$ cat src/rtl/path_stream_pkg.sv
// Shared types and defaults for the path result streamer and its beat FIFO.
package path_stream_pkg;
    localparam int DEF_ADDR_W = 14;
    localparam int DEF_DATA_W = 16;
    localparam logic [DEF_DATA_W-1:0] NO_PATH_WORD = 16'hFFFF;

    typedef enum logic [2:0] {IDLE, HDR, STREAM, NOPATH, DONE} state_t;

    typedef struct packed {
        logic [DEF_DATA_W-1:0] data;
        logic                  last;
        logic                  err;
    } beat_t;

    localparam int BEAT_W = $bits(beat_t);
endpackage

$ cat src/rtl/skid_fifo2.sv
// Two-entry beat FIFO; a push and a pop in the same cycle are both honoured,
// including a push into a full FIFO that is being drained that cycle.
module skid_fifo2
    import path_stream_pkg::*;
(
    input  logic              clock,
    input  logic              reset,
    input  logic              push,
    input  logic [BEAT_W-1:0] push_beat,
    input  logic              pop,
    output logic [BEAT_W-1:0] head,
    output logic [1:0]        count
);
    logic [BEAT_W-1:0] slots [2];
    logic              wr_ptr;
    logic              rd_ptr;
    logic              do_push;
    logic              do_pop;

    assign do_pop  = pop && (count != 2'd0);
    assign do_push = push && ((count != 2'd2) || do_pop);
    assign head    = slots[rd_ptr];

    always_ff @(posedge clock or negedge reset) begin
        if (!reset) begin
            slots[0] <= '0;
            slots[1] <= '0;
            wr_ptr   <= 1'b0;
            rd_ptr   <= 1'b0;
            count    <= 2'd0;
        end else begin
            if (do_push) begin
                slots[wr_ptr] <= push_beat;
                wr_ptr        <= ~wr_ptr;
            end
            if (do_pop) begin
                rd_ptr <= ~rd_ptr;
            end
            count <= count + {1'b0, do_push} - {1'b0, do_pop};
        end
    end
endmodule

$ cat src/rtl/path_result_streamer.sv
// Streams the shortest-path result (header word N, then N path words) out of the
// output memory onto a valid/ready interface once the engine reports finish.
module path_result_streamer
    import path_stream_pkg::*;
#(
    parameter int                ADDR_W       = DEF_ADDR_W,
    parameter int                DATA_W       = DEF_DATA_W,
    parameter int                BASE_ADDR    = 0,
    parameter logic [DATA_W-1:0] NO_PATH_WORD = path_stream_pkg::NO_PATH_WORD
)(
    input  logic              clock,
    input  logic              reset,
    input  logic              finish,
    input  logic              n_exist,
    output logic [ADDR_W-1:0] rd_addr,
    input  logic [DATA_W-1:0] rd_data,
    output logic              m_valid,
    input  logic              m_ready,
    output logic [DATA_W-1:0] m_data,
    output logic              m_last,
    output logic              m_err,
    output logic              busy,
    output logic              done
);
    localparam logic [31:0]       MAX_N = 32'((1 << ADDR_W) - 1 - BASE_ADDR);
    localparam logic [ADDR_W-1:0] BASE  = ADDR_W'(BASE_ADDR);

    state_t            state;
    logic              finish_q;
    logic              trigger;
    logic              in_flight;
    logic              in_flight_last;
    logic              overflow;
    logic [DATA_W-1:0] issue_cnt;
    logic              hdr_over;
    logic              nopath_enter;
    logic              issue;
    logic              push;
    logic              pop;
    logic [1:0]        count;
    logic [BEAT_W-1:0] head_raw;
    beat_t             push_beat;
    beat_t             head_beat;

    assign trigger      = finish && !finish_q;
    assign hdr_over     = 32'(rd_data) > MAX_N;
    assign nopath_enter = ((state == IDLE) && trigger && n_exist) ||
                          ((state == HDR) && (rd_data == '0));
    assign pop          = m_valid && m_ready;
    // The room check credits a same-cycle pop so a steady stream sustains one beat per cycle.
    assign issue        = (state == STREAM) && (issue_cnt != '0) &&
                          ((int'(count) - int'(pop) + int'(in_flight)) < 2);
    assign push         = in_flight || nopath_enter;

    always_comb begin
        push_beat = '0;
        if (nopath_enter) begin
            push_beat.data = NO_PATH_WORD;
            push_beat.last = 1'b1;
            push_beat.err  = 1'b1;
        end else begin
            push_beat.data = rd_data;
            push_beat.last = in_flight_last;
            push_beat.err  = in_flight_last && overflow;
        end
    end

    skid_fifo2 u_fifo (
        .clock     (clock),
        .reset     (reset),
        .push      (push),
        .push_beat (push_beat),
        .pop       (pop),
        .head      (head_raw),
        .count     (count)
    );

    assign head_beat = beat_t'(head_raw);
    assign m_valid   = (count != 2'd0);
    assign m_data    = head_beat.data;
    assign m_last    = head_beat.last;
    assign m_err     = head_beat.err;

    always_ff @(posedge clock or negedge reset) begin
        if (!reset) begin
            state          <= IDLE;
            finish_q       <= 1'b0;
            rd_addr        <= BASE;
            issue_cnt      <= '0;
            in_flight      <= 1'b0;
            in_flight_last <= 1'b0;
            overflow       <= 1'b0;
            busy           <= 1'b0;
            done           <= 1'b0;
        end else begin
            finish_q       <= finish;
            done           <= 1'b0;
            in_flight      <= issue;
            in_flight_last <= issue && (issue_cnt == DATA_W'(1));
            case (state)
                IDLE: begin
                    if (trigger) begin
                        busy     <= 1'b1;
                        overflow <= 1'b0;
                        if (n_exist) begin
                            state <= NOPATH;
                        end else begin
                            rd_addr <= BASE;
                            state   <= HDR;
                        end
                    end
                end
                HDR: begin
                    if (rd_data == '0) begin
                        state <= NOPATH;
                    end else begin
                        issue_cnt <= hdr_over ? DATA_W'(MAX_N) : rd_data;
                        overflow  <= hdr_over;
                        state     <= STREAM;
                    end
                end
                STREAM: begin
                    if (issue) begin
                        rd_addr   <= rd_addr + ADDR_W'(1);
                        issue_cnt <= issue_cnt - DATA_W'(1);
                    end
                    if (pop && head_beat.last) begin
                        busy  <= 1'b0;
                        done  <= 1'b1;
                        state <= DONE;
                    end
                end
                NOPATH: begin
                    if (pop) begin
                        busy  <= 1'b0;
                        done  <= 1'b1;
                        state <= DONE;
                    end
                end
                DONE: begin
                    state <= IDLE;
                end
                default: begin
                    state <= IDLE;
                end
            endcase
        end
    end
endmodule

$ cat config.mk
export PLATFORM = sky130hd
export DESIGN_NAME = path_result_streamer
export DESIGN_NICKNAME = d
export VERILOG_FILES = /design/src/rtl/path_stream_pkg.sv /design/src/rtl/skid_fifo2.sv /design/src/rtl/path_result_streamer.sv
export SDC_FILE = /design/constraint.sdc
export NUM_CORES = 1
export LEC_CHECK = 0
export BUFFER_PORTS_ARGS = -buffer_cell sky130_fd_sc_hd__buf_2
export CORE_MARGIN = 2
export CORE_UTILIZATION = 63
export DETAILED_ROUTE_END_ITERATION = 8
export PLACE_DENSITY = 0.88
export SETUP_SLACK_MARGIN = 0.4
export SYNTH_ARGS = -nofsm -noshare
export SYNTH_HDL_FRONTEND = slang
export SYNTH_HIERARCHICAL = 1
export SYNTH_SLANG_ARGS = --single-unit
$ cat constraint.sdc
create_clock -name clock -period 5.8 [get_ports clock]
set_clock_uncertainty 0.2 [all_clocks]
set_input_delay 0.58 -clock clock [delete_from_list [all_inputs] [get_ports clock]]
set_output_delay 0.58 -clock clock [all_outputs]
set_load 0.02 [all_outputs]
==> results.py <==
metrics = {
    "synth": {
        "syn_nets": 439,
        "ys_ff_latch": 79,
        "synth-adder-area-share": 0.0213,
        "synth.avg_cell_area_um2": 10.8,
        "synth.area.top_cells": "dfrtp_1 (44%), mux2_2 (14%), or2_2 (2.7%), o211ai_1 (2.5%), nand2_1 (2.3%)",
        "synth_area_um2": 4460,
        "synth_edf_count": 0,
        "yosysMostFrequentCell": "dfrtp_1",
        "synth_area_leader_cell": "dfrtp_1",
        "synthSimpleGateAreaFrac": 0.182,
        "ys.flop_type": "dfrtp_1",
        "synth_top_family_by_area": "simple AND/OR/NAND/NOR gates",
        "yosysWarnings": 6,
        "yosysUniqueCellTypes": 67,
        "synth_cells": 411,
        "synth_compound_area_frac": 0.154,
        "async_reset_ff_frac": 1.00,
        "synth_common_cells": "dfrtp_1 (79), mux2_2 (54), nand2_1 (27)",
        "yosysSeqAreaShare": 0.444,
        "yosysTopAreaCellShare": 0.444,
        "synth_xor_area_frac": 0.0157,
        "synthMuxAreaShare": 0.149,
    },
    "layout": {
        "nFillCells": 472,
        "syn2layout_area_growth_pct": 11.8,
        "drive_gt1_frac": 0.352,
        "num_antenna_cells": 0,
        "finalNetCount": 485,
        "stdcell_count": 556,
    },
    "place": {
        "dp_hpwl_um": 6950,
        "place.detailed.instances": 542,
        "place.gp.congestion": 0.892,
        "portBuffers": 55,
    },
    "clock_network": {
        "htreeDepth": 3,
        "cts_root_buf": "clkbuf_8",
        "clkSinkCount": 79,
        "cts_tree": "done",
        "path_clk_slew_ns": 0.08,
        "cts_buffer_depth": 2,
        "cts_hold_buffers": 0,
        "cts_resized": 0,
        "cts_inserted_buffers": 9,
        "postCtsSetupBuffers": 0,
        "clk_latency_ns": 0.35,
    },
    "setup_path": {
        "crit_path_end_kind": "flop",
        "start_kind": "flop",
        "path_buf_inv": 1,
        "cp.required_ns": 5.83,
        "slowest_stage": "nor2_2",
        "critical-path-max-stage-delay_ns": 0.71,
        "critPathKind": "reg -> reg",
        "worstRegToRegCells": 9,
        "r2r-end": "u_fifo/slots[2]",
        "path_common_cell": "nand2_1",
        "crit_chain": "nor2b_1 > buf_4 > nand3_1 > or2_1 > nand2_1 > or2_2 > nand2_1 > nor2_2 > mux2_2",
        "worstPathMaxFanout": 19,
        "critical-path-top-delay-family": "simple AND/OR/NAND/NOR gates",
        "crit_arrival_ns": 3.71,
        "reg2reg_slack_ns": 2.12,
        "r2r-start": "state[0]",
    },
    "sta": {
        "hold_violations": 0,
        "fin_crit_sh": 0.634,
        "slew_headroom": 0.347,
        "rsz0062_at_grt": "no",
        "slew_viol_final": 0,
        "setup_viol": 0,
        "worst_pin_slew_ns": 0.979,
        "finalCriticalPeriod_ns": 3.68,
        "max_freq_mhz": 272,
        "setup_tns_ns": 0,
    },
    "route": {
        "drc": 0,
        "viasPerCell": 6.48,
        "drtPass1Iterations": 6,
        "routed_wl_um": 10400,
        "via_count": 3602,
        "route.detailed.wl_per_inst_um": 18.6,
        "initialDrtViolationCount": 352,
        "ant_nets": 0,
    },
    "floorplanning": {
        "coreArea_um2": 6830,
        "die-height_um": 88.1,
        "dieArea_um2": 7760,
        "start_util": 0.652,
        "rows": 30,
        "ios": 56,
        "die_x_um": 88.1,
    },
    "power_and_ir_drop": {
        "power.leakage_nw": 2.23,
        "peakVddDrop_mv": 0.344,
        "cellPowerDensity_nw_per_um2": 554,
    },
    "run_status": {
        "status": "finished, final reports clean",
    },
    "worst_hold_path": {
        "min_from": "finish",
        "hp-class": "in -> reg",
        "whs_path_depth": 1,
        "hold_end": "finish_q",
    },
    "global_routing": {
        "grt_usage": 0.281,
        "overflow": 0,
        "antenna_found_initial": 0,
        "grt_max_degree": 80,
        "grt_pass1_vias": 3582,
        "grt_pass1_wl_um": 16900,
    },
    "run": {
        "cap_violations": 0,
    },
}
-- placed cells by master, fill, tap and decap left out, drive strengths merged, types with 4 or more instances in the layout --
cell	count
buf	58
nand2	27
a21oi	10
nand2b	7
inv	8
nor4	6
nor3	6
nor3b	8
dfrtp	79
nand4	5
clkbuf	10
a22o	11
nor2	16
xnor2	5
o21ai	22
and3	5
or2	20
nor2b	4
ha	6
mux2	55
o211ai	16
nand3	13
o31ai	10
mux2i	4
or4	5
-- cell families (layout without fill, tap and decap cells) --
kind of cell             Yosys count  in the layout
AO/OA/AOI/OAI                     93             93
AND/OR/NAND/NOR                  134            134
XOR/XNOR                           8              8
multiplexers                      59             59
adder cells (fa/ha/maj)            7              7
buffers and inverters             31             80
flip-flops                        79             79
-- area by class of cell --
class                           instances  area (µm²)  area share
Clock buffer                           10         138      0.0276
Clock inverter                          4        95.1      0.0191
Inverter                                8        30.0     0.00603
Multi-Input combinational cell        301        2320       0.466
Sequential cell                        79        1980       0.397
Tap cell                               96         120      0.0241
Timing Repair Buffer                   58         300      0.0603
-- worst max path at each step --
stage / start / endpoint / slack (ns) / cells past startpoint
final: state[0] / u_fifo/slots[2] / 2.12 / 9
after global routing: state[0] / u_fifo/slots[14] / 1.94 / 9
after global placement: rd_data[11] / u_fifo/slots[12] / 2.27 / 9
after detailed placement: rd_data[14] / u_fifo/slots[10] / 2.09 / 9
after CTS: state[0] / u_fifo/slots[2] / 2.19 / 9
after floorplan: rd_data[14] / u_fifo/slots[10] / 3.00 / 9
-- per-stage QoR --
| step | setup WS (ns) | utilization | instance area (µm²) | hold WS [ns] | power [mW] |
|---|---|---|---|---|---|
| 6_report | 2.12 | 0.729 | 4980 | 0.149 | 2.76 |
| 5_1_grt | 1.94 | 0.729 | 4980 | 0.135 | 2.92 |
| 4_1_cts | 2.19 | 0.729 | 4980 | 0.141 | 2.75 |
| 3_5_place_dp | 2.09 | 0.695 | 4750 | 0.294 | 2.25 |
| 3_3_place_gp | 2.27 | 0.695 | 4750 | 0.284 | 2.19 |
| 2_1_floorplan | 3.00 | - | 4460 | 0.0844 | 1.95 |
-- per-layer routing --
metal / share of wire / global-route usage
met2: 0.48 / 0.443
met5: 0 / 0
met4: 0.021 / 0.116
met1: 0.42 / 0.370
met3: 0.078 / 0.0782
-- sequential cells by signal (all words and copies together), names as in the netlist --
signal / cells
u_fifo/count: 2
state: 3
busy: 1
finish_q: 1
done: 1
u_fifo/slots: 36
rd_addr: 14
issue_cnt: 16
u_fifo/wr_ptr: 1
in_flight_last: 1
in_flight: 1
u_fifo/rd_ptr: 1
overflow: 1
-- report_power, final --
| group | switching, mW | internal, mW |
|---|---|---|
| Sequential | 0.237 | 0.780 |
| Combinational | 0.667 | 0.587 |
| Clock | 0.196 | 0.292 |
No activity file was read; power rests on OpenSTA's default activity.
